$ cat src/rtl/perf_monitor.sv
// Pipeline performance monitor: counts cycles, load-use stalls, flushes and retired
// instructions while enabled, with an optional cycle limit and a registered read port.
module perf_monitor #(
    parameter int unsigned CNT_W            = 32,
    parameter bit          SKIP_FIRST_STALL = 1'b1
) (
    input  logic             clk_i,
    input  logic             rst_i,
    input  logic             start_i,
    input  logic             stall_i,
    input  logic             flush_i,
    input  logic             retire_i,
    input  logic [CNT_W-1:0] limit_i,
    input  logic             rd_req_i,
    input  logic [1:0]       rd_addr_i,
    output logic             rd_valid_o,
    output logic [CNT_W-1:0] rd_data_o,
    output logic             done_o
);

    typedef enum logic [1:0] {
        StIdle,
        StRun,
        StDone
    } state_e;

    localparam logic [CNT_W-1:0] CNT_MAX = '1;
    localparam logic [CNT_W-1:0] CNT_ONE = CNT_W'(1);

    state_e           r_state;
    state_e           w_state_d;
    logic [CNT_W-1:0] r_cycles;
    logic [CNT_W-1:0] r_stalls;
    logic [CNT_W-1:0] r_flushes;
    logic [CNT_W-1:0] r_retired;
    logic             r_skip;
    logic             r_rd_valid;
    logic [CNT_W-1:0] r_rd_data;
    logic             w_count;
    logic             w_limit_hit;
    logic [CNT_W-1:0] w_rd_sel;

    function automatic logic [CNT_W-1:0] sat_inc(input logic [CNT_W-1:0] v);
        return (v == CNT_MAX) ? v : v + CNT_ONE;
    endfunction

    assign w_count     = (r_state == StRun) && start_i;
    assign w_limit_hit = w_count && (limit_i != '0) && (r_cycles == limit_i - CNT_ONE);

    always_ff @(posedge clk_i or posedge rst_i) begin
        if (rst_i) begin
            r_state <= StIdle;
        end else begin
            r_state <= w_state_d;
        end
    end

    always_comb begin
        w_state_d = r_state;
        unique case (r_state)
            StIdle:  if (start_i) w_state_d = StRun;
            StRun:   if (w_limit_hit) w_state_d = StDone;
            StDone:  w_state_d = StDone;
            default: w_state_d = StIdle;
        endcase
    end

    always_ff @(posedge clk_i or posedge rst_i) begin
        if (rst_i) begin
            r_cycles  <= '0;
            r_stalls  <= '0;
            r_flushes <= '0;
            r_retired <= '0;
            r_skip    <= SKIP_FIRST_STALL;
        end else if (w_count) begin
            r_cycles <= sat_inc(r_cycles);
            if (flush_i)  r_flushes <= sat_inc(r_flushes);
            if (retire_i) r_retired <= sat_inc(r_retired);
            // The first eligible stall only consumes the skip flag.
            if (stall_i) begin
                if (r_skip) begin
                    r_skip <= 1'b0;
                end else begin
                    r_stalls <= sat_inc(r_stalls);
                end
            end
        end
    end

    always_comb begin
        w_rd_sel = '0;
        unique case (rd_addr_i)
            2'd0:    w_rd_sel = r_cycles;
            2'd1:    w_rd_sel = r_stalls;
            2'd2:    w_rd_sel = r_flushes;
            2'd3:    w_rd_sel = r_retired;
            default: w_rd_sel = '0;
        endcase
    end

    // Read data is the pre-update counter value, zeroed when no read is returning.
    always_ff @(posedge clk_i or posedge rst_i) begin
        if (rst_i) begin
            r_rd_valid <= 1'b0;
            r_rd_data  <= '0;
        end else begin
            r_rd_valid <= rd_req_i;
            r_rd_data  <= rd_req_i ? w_rd_sel : '0;
        end
    end

    assign rd_valid_o = r_rd_valid;
    assign rd_data_o  = r_rd_data;
    assign done_o     = (r_state == StDone);

endmodule

$ cat config.mk
export PLATFORM = sky130hd
export DESIGN_NAME = perf_monitor
export DESIGN_NICKNAME = d
export VERILOG_FILES = /design/src/rtl/perf_monitor.sv
export SDC_FILE = /design/constraint.sdc
export NUM_CORES = 1
export LEC_CHECK = 0
export ABC_CLOCK_PERIOD_IN_PS = 7400
export CORE_MARGIN = 2
export CORE_UTILIZATION = 30
export CTS_CLUSTER_SIZE = 12
export DETAILED_ROUTE_END_ITERATION = 7
export GPL_TIMING_DRIVEN = 0
export RECOVER_POWER = 100
export SLEW_MARGIN = 15
export SYNTH_ARGS = -nofsm -noshare
export SYNTH_HDL_FRONTEND = slang
export SYNTH_SLANG_ARGS = --single-unit
$ cat constraint.sdc
create_clock -name clk_i -period 7.4 [get_ports clk_i]
set_input_delay 1.48 -clock clk_i [delete_from_list [all_inputs] [get_ports clk_i]]
set_output_delay 1.48 -clock clk_i [all_outputs]
set_load 0.05 [all_outputs]
; Word level (Yosys, flattened, before mapping)
; Index checks and enable logic that the tools add are counted.
[classes]
n_addsub = 5
n_eq_ne = 12
n_mux = 5
bitwise = 5
reduce_logical = 12
[op_table]
columns = cell, n
row1 = $add 32x1->32 const B, 4
row2 = $eq 32x32->1 const B, 4
row3 = $pmux 32 s4, 1
row4 = $eq 32x32->1, 1
row5 = $mux 32, 1
row6 = $reduce_bool 32->1, 1
row7 = $sub 32x1->32 const B, 1
row8 = $eq 2x2->1 const B, 3
row9 = $pmux 2 s3, 1
row10 = $reduce_and 2->1, 3
row11 = $reduce_and 3->1, 2
row12 = $not 1->1, 5
row13 = $eq 2x1->1 const B, 2
row14 = $logic_not 2->1, 2
row15 = $mux 2, 2
row16 = $ne 2x2->1 const B, 2
row17 = $reduce_and 4->1, 1
row18 = $logic_and 1x1->1, 3
[totals]
regBits = 164
in_bits = 41
output_inout_bits = 34
word_cells = 47

; Longest topological paths before layout
[depth]
word_depth = 6
mapped_depth = 11
mapped_depth_nobuf = 10

; Worst setup path before layout
; OpenSTA, ideal clock, no wires.
[synth_timing]
path_type = input to register
startpoint = input limit_i[12]
endpoint = register r_state[1]
setup_time_ns = 0.132
arrival_ns = 3.762
t_required_ns = 7.268
path_slack_ns = 3.505
stages = 8
n_path_buf = 0
cell_sequence = or4_4 or3_1 nor3_2 mux2_2 a31o_2 a211oi_1 and2_1 o211ai_1
[synth_between]
elab_chain_len = 5
elab_cells_between_ends = 7
cone_classes = 1 x add/sub / 2 x eq/ne / 4 x reduce/logical
[synth_rtl]
columns = item, line
row1 = start: declaration, 13  ; input logic [CNT_W-1:0] limit_i,
row2 = $sub 32x1->32 or $reduce_bool 32->1 (tied branches), 48  ; assign w_limit_hit = w_count && (limit_i != '0) && (r_cycles == limit_i - CNT_ONE);
row3 = $eq 32x32->1 or $logic_and 1x1->1 (tied branches), 48
row4 = $logic_and 1x1->1 (*), 48
row5 = $ne 2x2->1 (no line) (*), --
row6 = $reduce_and 2->1 (no line) (*), --
row7 = end signal: assignment, 52  ; r_state <= StIdle;
row8 = end signal: assignment, 54  ; r_state <= w_state_d;
row9 = end: declaration, 30  ; state_e r_state;
; Every way passes the cells marked *; elsewhere a longest branch is shown, timed or not.
; A chain may end at the register's enable or synchronous reset.

; Worst setup path after layout
[layout_timing]
startpoint = input limit_i[5]
endpoint = register r_state[1]
; The elaborated chain is that of the path after synthesis.

==> results_dict.tcl <==
set metrics [dict create \
    status "finished with violations" \
    violations "capacitance limit, slew limit" \
    cp-startpoint "limit_i[5]" \
    ys_warn_count 0 \
    clk_pin_slew_worst_paths_ps 70 \
    peakVddDrop_mv 0.1529 \
    arrival_ps 5210 \
    cp_slowest_cell "dlygate4sd3_1" \
    numCtsBuffers 17 \
    tightestPinTransition_ps 2759 \
    relSlewSlack -0.8491 \
    dp_hpwl_mm 17.24 \
    synth_flop_cell "dfrtp_1" \
    dr.pass1.iters 5 \
    cts_tree "yes" \
    wl_mm 22.96 \
    grt_pass1_vias 6732 \
    postCtsSetupRepairBufs 0 \
    io_buffers 71 \
    syn_to_final_growth_pct 20.54 \
    final_cells 1337 \
    synthArstFlopShare 1.000 \
    path_class "in -> reg" \
    worst_setup_path_end_kind "flip-flop" \
    finalHoldViolations 0 \
    grt_pass1_wl_mm 36.93 \
    seqCellArea_sq_um 4105 \
    hold_path_class "reg -> reg" \
    holdCritStartpoint "r_retired[17]$_DFFE_PP0P_" \
    whs_ps 489.9 \
    ys_types 58 \
    dpl.cell_count 1305 \
    io_pins 75 \
    critical_path.max_stage_delay_ps 640 \
    vias 6714 \
    rsz0062_at_grt "no" \
    clock_skew_ps 14.08 \
    die_x_um 177.8 \
    clock_sinks 164 \
    stdcell_area_sq_um 10920 \
    fin_crit_sh 0.6619 \
    multi_input_area_sq_um 4773 \
    drt-wirelength-per-cell_um 17.17 \
    insertion_delay_ps 430 \
    ys_ff_latch 164 \
    synth_nets 893 \
    synth-edff-count 0 \
    n_antenna_cell 0 \
    first_iter_violations 447 \
    gp_congestion 0.8517 \
    synth_area_sq_um 9057 \
    drc 0 \
    power_density_nw_per_um2 180.2 \
    crit_path_cell_trace "dlygate4sd3_1, nor4_1, clkbuf_1, nand3_1, nor3_1, mux2_2, a31o_2, a211oi_1, and2_1, o211ai_1" \
    ant_nets 0 \
    worstReg2RegStart "r_state[1]$_DFFE_PP0P_" \
    clock-root-buffer "clkbuf_16" \
    final_util 0.3674 \
    required_ps 7710 \
    worst_slack_ps 2502 \
    ctsLongestPathBuffers 2 \
    gr-usage-all-layers 0.1516 \
    p_leak_nw 4.710 \
    fmax_mhz 204.2 \
    core_area_sq_um 29720 \
    place_area_sq_um 10300 \
    syn_inst 843 \
    start_util 0.3048 \
    die-height_um 177.8 \
    min_period_ps 4898 \
    crit_fanout 10 \
    cp-start-kind "input port" \
    syn_area_per_cell_sq_um 10.74 \
    rows 63 \
    antenna_found_initial 0 \
    slew_viol_final 61 \
    grt-ovfl-total 0 \
    ctsResizeCount 0 \
    place_ws_ps 2240 \
    layout.nets 984 \
    fillers 2921 \
    cts_max_level 4 \
    dieArea_sq_um 31600 \
    yosysSeqAreaShare 0.4532 \
    grt_max_degree 105 \
    cap_violations 1 \
    finalSetupViolCount 0 \
    via_per_inst 5.022 \
    final_layout_size_suffix_gt1_frac 0.09293 \
    ctsHoldBuffers 0 \
]
-- area by class of cell --
class | instances | share of cell area
well taps | 390 | 0.04469
inverters | 22 | 0.007678
clock buffers | 20 | 0.04275
clock inverters | 12 | 0.01513
multi-input cells | 631 | 0.4372
flip-flops and latches | 164 | 0.3760
plain buffers | 26 | 0.008939
repair buffers | 72 | 0.06761
-- sequential cells by signal, summed over array words and instances (netlist names) --
signal,cells
rd_data_o,32
rd_valid_o,1
r_state,2
r_skip,1
r_cycles,32
r_stalls,32
r_retired,32
r_flushes,32
-- worst max-delay path: cells and delay by family --
family                 cells  cell delay [ps]
and+or+nand+nor            4             1560
buffers and inverters      2             1020
AOI/OAI and AO/OA          3              760
muxes                      1              390
-- cells in the final DEF (no fill, tap or decap), drive strengths merged, types with 3 or more instances in the layout --
cell / count
nor3b: 3
and3: 24
or4b: 3
o211ai: 6
nand3b: 3
dlygate4sd3: 39
clkinvlp: 4
mux2: 7
mux4: 32
and4: 19
xnor2: 104
or3: 5
dfrtp: 163
nand2b: 9
nor3: 27
clkbuf: 44
nand3: 51
xor2: 58
nor2: 44
a31o: 3
nor4: 22
bufinv: 3
ha: 9
o21ai: 7
nand2: 68
and2: 47
or4: 7
clkdlybuf4s50: 32
inv: 26
a31oi: 6
nor2b: 5
buf: 3
nand4: 35
-- worst paths after layout --
path | end | slack [ps] | cells after the start
setup / recovery | r_state[1]$_DFFE_PP0P_ | 2500 | 10
hold / removal | r_retired[17]$_DFFE_PP0P_ | 490 | 1
setup reg to reg | r_retired[25]$_DFFE_PP0P_ | 3660 | 10
hold reg to reg | r_retired[17]$_DFFE_PP0P_ | 490 | 1
max in group asynchronous | r_flushes[26]$_DFFE_PP0P_ | 3800 | 3
min in group asynchronous | rd_data_o[1]$_DFF_PP0_ | 2280 | 2
-- synthesized netlist by cell type (3+ instances only) --
library cell  instances  share of area
o21ai_0               7         0.0039
nor2_1               44          0.018
buf_1                 4         0.0017
or4_1                 5         0.0041
a31oi_1               6         0.0041
and2_1               47          0.032
or4b_2                3         0.0033
ha_1                  9          0.012
nand4_1              35          0.024
and3_1               24          0.017
nand3_1              51          0.028
and4_1               19          0.018
mux2_2                6         0.0075
nor4_1               20          0.014
or3_1                 5         0.0035
clkbuf_1             22         0.0091
nand2b_1              9         0.0062
nand3b_1              3         0.0025
xnor2_1             104           0.10
inv_1                22         0.0091
nor2b_1               5         0.0035
mux4_2               32          0.080
o211ai_1              6         0.0050
nand2_1              68          0.028
xor2_1               58          0.056
a31o_2                3         0.0029
nor3_1               25          0.014
dfrtp_1             163           0.45
-- metrics by stage --
step                power (mW)  setup TNS [ps]
floorplan               0.9829               0
CTS                      1.990               0
global route             2.032               0
global placement         1.035         -140130
finish                   1.968               0
detailed placement       1.038               0
-- cell families after synthesis --
| group | Yosys count | synth area share |
|---|---|---|
| AND/OR/NAND/NOR | 379 | 0.2357 |
| XOR/XNOR | 162 | 0.1567 |
| multiplexers | 39 | 0.08827 |
| AO/OA/AOI/OAI | 42 | 0.03385 |
| adder cells (fa/ha/maj) | 9 | 0.01243 |
| buffers and inverters | 48 | 0.01989 |
| flip-flops | 164 | 0.4532 |
-- where the power goes --
group          total, mW  leakage [nW]  switching [mW]  internal, mW
Clock              0.951         0.301           0.386         0.564
Combinational      0.118          2.19          0.0707        0.0471
Sequential         0.899          2.22        0.000744         0.899
Total               1.97          4.71           0.458          1.51
-- per-layer routing --
layer / vias to the layer above / wire (um) / global-route usage
li1: 3202 / - / -
met1: 3322 / 10730 / 0.2073
met2: 155 / 10600 / 0.2369
met3: 35 / 992 / 0.02528
met4: 0 / 630 / 0.06489
met5: - / 0 / 0
Note: power is estimated with default switching activity, not from simulation.
